**src/rtl/dram_rw_queue.sv**
```systemverilog
// DEPTH-entry request queue between the core memory port and the external DRAM
// controller: buffers full requests, issues one at a time, and flags overflow / ack timeout.
module dram_rw_queue #(
    parameter int ADDR_BITS   = 22,
    parameter int DATA_BITS   = 32,
    parameter int DEPTH       = 8,
    parameter int ACK_TIMEOUT = 1024
) (
    input  logic                       clk,
    input  logic                       reset,
    input  logic [ADDR_BITS-1:0]       req_addr,
    input  logic                       req_read_en,
    input  logic                       req_write_en,
    input  logic [DATA_BITS/8-1:0]     req_byte_enable,
    input  logic [DATA_BITS-1:0]       req_write_data,
    output logic                       req_ready,
    input  logic                       ext_dram_ack,
    input  logic [DATA_BITS-1:0]       ext_dram_mem_read_data,
    output logic [ADDR_BITS-1:0]       ext_dram_mem_addr,
    output logic                       ext_dram_mem_read_en,
    output logic                       ext_dram_mem_write_en,
    output logic [DATA_BITS/8-1:0]     ext_dram_mem_byte_enable,
    output logic [DATA_BITS-1:0]       ext_dram_mem_write_data,
    output logic                       dram_ack,
    output logic [DATA_BITS-1:0]       dram_mem_read_data,
    output logic                       dram_rw_pending,
    output logic [$clog2(DEPTH):0]     buf_cnt,
    output logic                       err_overflow,
    output logic                       err_timeout,
    input  logic                       err_clear
);

    localparam int BE_BITS  = DATA_BITS / 8;
    localparam int PTR_BITS = $clog2(DEPTH);
    localparam int CNT_BITS = PTR_BITS + 1;
    localparam int WD_BITS  = (ACK_TIMEOUT > 0) ? $clog2(ACK_TIMEOUT + 1) : 1;

    typedef enum logic [1:0] {S_IDLE, S_ISSUE, S_WAIT} state_t;

    typedef struct packed {
        logic                 is_write;
        logic [ADDR_BITS-1:0] addr;
        logic [BE_BITS-1:0]   be;
        logic [DATA_BITS-1:0] wdata;
    } entry_t;

    entry_t               mem_q [DEPTH];
    state_t               state_q, state_d;
    logic [CNT_BITS-1:0]  count_q, count_d;
    logic [PTR_BITS-1:0]  wr_ptr_q, wr_ptr_d, rd_ptr_q, rd_ptr_d;
    logic [WD_BITS-1:0]   wdog_q, wdog_d;
    logic [ADDR_BITS-1:0] addr_q, addr_d;
    logic [BE_BITS-1:0]   be_q, be_d;
    logic [DATA_BITS-1:0] wdata_q, wdata_d;
    logic                 rd_en_q, rd_en_d, wr_en_q, wr_en_d;
    logic                 err_ovf_q, err_ovf_d, err_to_q, err_to_d;

    logic   req_any, push, pop;
    entry_t head, push_entry;

    assign req_any    = req_read_en | req_write_en;
    assign req_ready  = count_q < CNT_BITS'(DEPTH);
    assign push       = req_any & req_ready;
    assign pop        = (state_q == S_IDLE) && (count_q != '0);
    assign head       = mem_q[rd_ptr_q];
    // A simultaneous read and write strobe is treated as a write.
    assign push_entry = '{is_write: req_write_en, addr: req_addr,
                          be: req_byte_enable, wdata: req_write_data};

    always_comb begin
        // NOTE: every _d starts from its _q (or a safe value) so no path leaves it unassigned and infers a latch.
        state_d  = state_q;
        count_d  = count_q;
        wr_ptr_d = wr_ptr_q;
        rd_ptr_d = rd_ptr_q;
        wdog_d   = wdog_q;
        addr_d   = addr_q;
        be_d     = be_q;
        wdata_d  = wdata_q;
        rd_en_d  = 1'b0;
        wr_en_d  = 1'b0;
        err_ovf_d = (err_ovf_q & ~err_clear) | (req_any & ~req_ready);
        err_to_d  = err_to_q & ~err_clear;

        if (push) wr_ptr_d = wr_ptr_q + 1'b1;

        case ({push, pop})
            2'b10:   count_d = count_q + 1'b1;
            2'b01:   count_d = count_q - 1'b1;
            default: count_d = count_q;
        endcase

        case (state_q)
            S_IDLE: begin
                if (pop) begin
                    addr_d   = head.addr;
                    be_d     = head.be;
                    wdata_d  = head.wdata;
                    rd_en_d  = ~head.is_write;
                    wr_en_d  = head.is_write;
                    wdog_d   = '0;
                    rd_ptr_d = rd_ptr_q + 1'b1;
                    state_d  = S_ISSUE;
                end
            end
            S_ISSUE: state_d = ext_dram_ack ? S_IDLE : S_WAIT;
            S_WAIT: begin
                if (ext_dram_ack) begin
                    state_d = S_IDLE;
                end else begin
                    wdog_d = wdog_q + 1'b1;
                    // Watchdog expiry abandons the request; a later ack lands in IDLE and is ignored.
                    if (ACK_TIMEOUT != 0 && wdog_d == WD_BITS'(ACK_TIMEOUT)) begin
                        err_to_d = 1'b1;
                        state_d  = S_IDLE;
                    end
                end
            end
            default: state_d = S_IDLE;
        endcase
    end

    // NOTE: sequential state uses non-blocking assignments so every flop samples pre-edge values.
    always_ff @(posedge clk) begin
        if (reset) begin
            state_q   <= S_IDLE;
            count_q   <= '0;
            wr_ptr_q  <= '0;
            rd_ptr_q  <= '0;
            wdog_q    <= '0;
            addr_q    <= '0;
            be_q      <= '0;
            wdata_q   <= '0;
            rd_en_q   <= 1'b0;
            wr_en_q   <= 1'b0;
            err_ovf_q <= 1'b0;
            err_to_q  <= 1'b0;
        end else begin
            state_q   <= state_d;
            count_q   <= count_d;
            wr_ptr_q  <= wr_ptr_d;
            rd_ptr_q  <= rd_ptr_d;
            wdog_q    <= wdog_d;
            addr_q    <= addr_d;
            be_q      <= be_d;
            wdata_q   <= wdata_d;
            rd_en_q   <= rd_en_d;
            wr_en_q   <= wr_en_d;
            err_ovf_q <= err_ovf_d;
            err_to_q  <= err_to_d;
        end
    end

    // NOTE: queue storage is not reset; an entry is only read after it has been written.
    always_ff @(posedge clk) begin
        if (push) mem_q[wr_ptr_q] <= push_entry;
    end

    assign ext_dram_mem_addr        = addr_q;
    assign ext_dram_mem_read_en     = rd_en_q;
    assign ext_dram_mem_write_en    = wr_en_q;
    assign ext_dram_mem_byte_enable = be_q;
    assign ext_dram_mem_write_data  = wdata_q;
    assign dram_ack           = ext_dram_ack & ((state_q == S_ISSUE) | (state_q == S_WAIT));
    assign dram_mem_read_data = ext_dram_mem_read_data;
    assign dram_rw_pending    = (count_q != '0) | (state_q != S_IDLE);
    assign buf_cnt            = count_q;
    assign err_overflow       = err_ovf_q;
    assign err_timeout        = err_to_q;

endmodule
```
**config.mk**
```make
export PLATFORM = sky130hd
export DESIGN_NAME = dram_rw_queue
export DESIGN_NICKNAME = d
export VERILOG_FILES = /design/src/rtl/dram_rw_queue.sv
export SDC_FILE = /design/constraint.sdc
export NUM_CORES = 1
export LEC_CHECK = 0
export ABC_CLOCK_PERIOD_IN_PS = 6200
export BUFFER_PORTS_ARGS = -buffer_cell sky130_fd_sc_hd__buf_2
export CAP_MARGIN = 30
export CORE_ASPECT_RATIO = 1.75
export CORE_MARGIN = 2
export CORE_UTILIZATION = 59
export CTS_BUF_LIST = sky130_fd_sc_hd__clkbuf_16
export DETAILED_ROUTE_END_ITERATION = 16
export PLACE_DENSITY = 0.79
export SLEW_MARGIN = 10
export SYNTH_ARGS = -nofsm -noshare
export SYNTH_HDL_FRONTEND = slang
export SYNTH_SLANG_ARGS = --single-unit
```
**constraint.sdc**
```tcl
create_clock -name clk -period 6.2 [get_ports clk]
set_clock_uncertainty 0.05 [all_clocks]
set_input_delay 0.31 -clock clk [delete_from_list [all_inputs] [get_ports clk]]
set_output_delay 0.31 -clock clk [all_outputs]
set_load 0.1 [all_outputs]
```
**Yosys cells after proc, flatten, opt, wreduce, memory -nomap -nowiden**

Memories as Yosys holds them, arrays and structs flattened. A register that Yosys moved wholly into a read port is not among the register bits.
Index checks and enable logic that the tools add are counted.

- Memories: 1
- RAM bits: 472
- Word-level logic and storage cells: 67
- Register bits: 85
- Bits of input ports: 96

Memory list:

| memory | depth | width | read ports | clocked after Yosys merged registers in | write ports | line | source |
|---|---|---|---|---|---|---|---|
| mem_q | 8 | 59 | 1 | 1 | 1 | 47 | `entry_t mem_q [DEPTH];` |

- Reductions and logical operators: 10
- Bitwise gates (word level): 14
- $add $sub $neg: 5
- Multiplexer cells: 16
- Magnitude comparators: 1
- Equal/unequal tests: 8

Operators by type and width:

| kind | number |
|---|---|
| $mux 11 | 2 |
| $pmux 11 s2 | 1 |
| $add 11x1->11 const B | 1 |
| $eq 11x11->1 const B | 1 |
| $mux 2 | 4 |
| $pmux 4 s2 | 1 |
| $add 3x1->3 const B | 2 |
| $mux 3 | 2 |
| $pmux 2 s3 | 1 |
| $reduce_bool 2->1 | 3 |
| $and 1x1->1 | 5 |
| $mux 1 | 5 |
| $not 1->1 | 5 |
| $add 4x1->4 const B | 1 |
| $eq 2x1->1 const B | 2 |
| $eq 2x2->1 const B | 2 |
| $lt 4x4->1 const B | 1 |
| $ne 2x2->1 const B | 2 |
| $or 1x1->1 | 4 |
| $reduce_and 2->1 | 2 |
| $reduce_bool 4->1 | 1 |
| $sub 4x1->4 const B | 1 |
| $ne 3x3->1 const B | 1 |
| $reduce_and 3->1 | 1 |
| other kinds (3) | 3 |

**Depth between registers and ports, before layout**

- Word-level depth: 5
- Gate-level depth with buffers: 13
- Depth with buffers taken out: 11

**Worst setup path after synthesis**

OpenSTA, ideal clock, no wires.

- Kind: reg-to-reg
- Start: register count_q[3], in the netlist buf_cnt[3]
- End: memory mem_q[0][0] (netlist name) (enable)
- Data required time: 5.601 ns
- Path slack: 0.281 ns
- Clock period less this slack: 5.919 ns
- Path buffers: 0
- Library setup time: 0.549 ns
- Stages on the path, launching flop included: 3
- Arrival time: 5.320 ns
- Cell sequence: dfxtp_1 -> or3_1 -> nor3_1

- Longest elaborated chain between the ends: 4

RTL lines:

| element | line | source |
|---|---|---|
| from (decl) | 49 | `logic [CNT_BITS-1:0] count_q, count_d;` |
| from (signal assigned) | 140 | `count_q <= count_d;` |
| $lt 4x4->1 | 62 | `assign req_ready = count_q < CNT_BITS'(DEPTH);` |
| $and 1x1->1 | 63 | `assign push = req_any & req_ready;` |
| $mux 1 | 156 | `if (push) mem_q[wr_ptr_q] <= push_entry;` |
| $mux 1 (implied by the code) | 156 |  |
| to (decl) | 47 |  |

Every way passes these cells.

**Worst setup path after layout**

- Start: register count_q[1], in the netlist buf_cnt[1]
- End: register count_q[3], in the netlist buf_cnt[3]

- Longest elaborated chain between the ends: 4
- Elaborated cells on any way between the ends: 10
- Those cells by class: 2 x add/sub; 1 x order compare; 2 x eq/ne; 1 x mux; 1 x bitwise; 3 x reduce/logical

RTL lines:

| element | line | source |
|---|---|---|
| $lt 4x4->1 / $reduce_bool 4->1 (equally long branches) | 62, 64 |  |
| $and 1x1->1 / $logic_and 1x1->1 (equally long branches) | 63, 64 |  |
| $eq 2x1->1 / $eq 2x2->1 (equally long branches) | 87 | `case ({push, pop})` |
| $pmux 4 s2 / $reduce_bool 2->1 (equally long branches) | - |  |

Parallel ways exist; a longest one is shown, timed or not.
A chain may end at the register's enable or synchronous reset.

==> run metrics <==
cell area after synthesis=21700 um2; initial DRC count=753; initial cell density of the core=0.600; first-pass GRT wire length=64100 um; GRT Total Usage=0.222; Setup Viol. Count Final=0; R2R Setup Slk=3240 ps; Syn Nets=approximately 1.2k; Worst path max stage delay=approximately 660 ps; clock sink count=560; Seq cells post-synth=560; area leader, netlist=edfxtp_1; LEAKAGE=8.07 nW; Power Dens Cells=482 nW/um2; DRT Wirelength=42100 um; XOR/XNOR Fraction of Synth Area=0.00323; VDD IR max=0.369 mV; Synth area leaders=edfxtp_1 65%, mux4_2 12%, dfxtp_1 8.1%; Final HPWL DP=22800 um; Hold Violations, Final=0; port buffer count=132; hold endpoint=err_overflow; Synth async-reset ratio=0; largest net degree at the start of global routing=119; routed len/inst=23.6 um; fin crit period=2960 ps; Hold Startpoint=req_read_en; Crit Path Class=reg -> reg; Reg-to-Reg Start=buf_cnt[1]; Clock Latency Late Sink=570 ps; EDFF count, synth=approximately 470; Synth top cells by count=472 x edfxtp_1, 118 x mux4_2, 88 x dfxtp_1; vias per inst=6.03; worst-path maximum fanout=47; largest family of logic cells by synthesized area=multiplexers; Slew HR=0.312; max frequency=338 MHz; CTS tree=done; hold path cells=3; area delta synth->final=14.0%; Sum Neg Setup Slack=0 ps; multiplexer area fraction after synthesis=0.151; worst slew pin tran=1030 ps; final antenna-violating net count=0; Vert. Die Dim=258 um; CTS H-tree lvls=2; critical-path cell list=o41ai_4 -> inv_6 -> ha_1 -> ha_1 -> a21o_1 -> a21oi_1 -> xnor2_1 -> or3_1 -> a21oi_1; routability cong.=slightly below 0.8; DIE AREA=38300 um2; reg2reg path depth=9; number of CTS-inserted buffers=between 40 and 50; RSZ-0062 raised after global routing=no; CP startpoint kind=register; post-CTS sizing=0; row count=92; Top FF cell, synth=edfxtp_1; number of global-route vias before repair=11.3k; Max-Cap Viols=0; routed vias=~11k; Core Footprint=36100 um2; Max stage delay cell, worst path=o41ai_4; drt drc=0; Synth warnings=0; Final Core Density=0.683; grt ovf=0; chip width=around 150 um; status=finished, final reports clean; fin nets=1381; initial antenna violation count=4; most common cell in the netlist=edfxtp_1; Final period util=0.477; Post-Synth Adder-Cell Area=0.00670; fin. max-slew vios=0; Worst setup EP type=register; average size of a mapped cell=approximately 20 um2; IO Pins=197; Synth Area in Compound Gates=0.0441; CP required=6640 ps; drt first pass iters=5; Seq/Total Area, Yosys=0.735; Clock transition at path regs=60 ps; CTS Root Buffer Type=clkbuf_16; Max Buffers Root-to-Sink=3; ratio of cells with drive above 1 in the final layout=0.306; CP startpoint=buf_cnt[1]; Crit path arrival time=between 3000 and 4000 ps; share of the synthesized area in the top cell type=0.654; Worst R2R End=buf_cnt[3]; number of library cell types mapped by synthesis=47; Mapped Cells=about 1.1k; Post-Synth Simple-Gate Area=0.0319; Hold Path Class=in -> reg
[layout make-up]
| type | count | area [um2] |
|---|---|---|
| repair buffers | 211 | 1530 |
| multi-input cells | 447 | 5190 |
| clock inverters | 38 | 224 |
| well taps | 470 | 588 |
| inverters | 8 | 35.0 |
| fillers | 2308 | 11400 |
| diodes | 4 | 10.0 |
| clock buffers | 47 | 1180 |
| flip-flops and latches | 560 | 15900 |
[registers in the layout, summed over array words and instances, names as in the netlist, named ones only]
name / count
state_q: 2
ext_dram_mem_write_data: 32
wdog_q: 11
mem_q: 472
rd_ptr_q: 3
ext_dram_mem_addr: 22
err_overflow: 1
buf_cnt: 4
err_timeout: 1
wr_ptr_q: 3
ext_dram_mem_read_en: 1
ext_dram_mem_byte_enable: 4
ext_dram_mem_write_en: 1
[power by group]
group,total [W],internal (W),leakage [nW],switching [W]
Sequential,0.00500,0.00470,5.03,0.000296
Clock,0.00270,0.00146,0.727,0.00124
Combinational,0.00421,0.00116,2.31,0.00305
[worst max path at each step]
stage | endpoint | slack, ps | cells after the start
final | buf_cnt[3] | 3240 | 9
after global placement | buf_cnt[3] | 3270 | 9
after global routing | buf_cnt[3] | 3040 | 9
after floorplan | mem_q[0][0] | 280 | 2
after detailed placement | buf_cnt[3] | 3240 | 9
after CTS | buf_cnt[3] | 3210 | 9
[cells by family (layout without fill, tap and decap cells)]
group | after synthesis | in the layout
adder cells (fa/ha/maj) | 11 | 11
other | 0 | 4
XOR/XNOR | 8 | 8
AND/OR/NAND/NOR | 148 | 148
flip-flops | 560 | 560
buffers and inverters | 98 | 304
multiplexers | 179 | 179
AO/OA/AOI/OAI | 101 | 101
[worst max-delay path: cells and delay by family (launching register included)]
| kind | cells | cell delay [ps] |
|---|---|---|
| fa+ha+maj | 2 | 600 |
| flops | 1 | 390 |
| simple gates | 1 | 310 |
| xor+xnor | 1 | 100 |
| buf+inv | 1 | 310 |
| compound gates | 4 | 1130 |
[placed cells by master (no fill, tap or decap), types with 4 or more instances in the layout]
cell	count
buf_4	13
nor2_4	7
a211oi_2	49
nor2_1	81
dlygate4sd3_1	60
clkinv_1	11
mux2i_1	60
diode_2	4
a211oi_1	12
and2_1	4
a21oi_1	20
nand2b_1	7
nand2_1	14
inv_1	18
ha_1	10
nand4_1	6
clkinv_2	10
o21ai_0	8
dfxtp_1	85
buf_16	5
mux4_2	118
edfxtp_1	472
xor2_1	6
clkbuf_16	47
or3_1	5
buf_2	131
[stage by stage]
| stage | setup WS (ps) | total power (W) | instances | instance area, um2 | hold slack [ps] |
|---|---|---|---|---|---|
| 5_1_grt | 3040 | 0.0124 | 1785 | 24700 | 32.0 |
| 4_1_cts | 3210 | 0.0120 | 1779 | 24600 | 20.2 |
| 3_5_place_dp | 3240 | 0.00926 | 1634 | 22600 | 420 |
| 3_3_place_gp | 3270 | 0.00912 | 1630 | 22500 | 403 |
| 2_1_floorplan | 281 | 0.00859 | 1105 | 21700 | 359 |
| 6_report | 3240 | 0.0119 | 1785 | 24700 | 38.7 |
[what timing repair did]
item,in CTS,in global routing
hold endpoints to repair,474,0
hold buffers,60,0
buffers inserted,0,0
[layer usage]
metal,part of all wire,GRT usage
met1,0.38,0.275
met2,0.54,0.398
met3,0.054,0.0337
met4,0.024,0.0759
met5,0,0
Power figures use the tool's default switching activity.
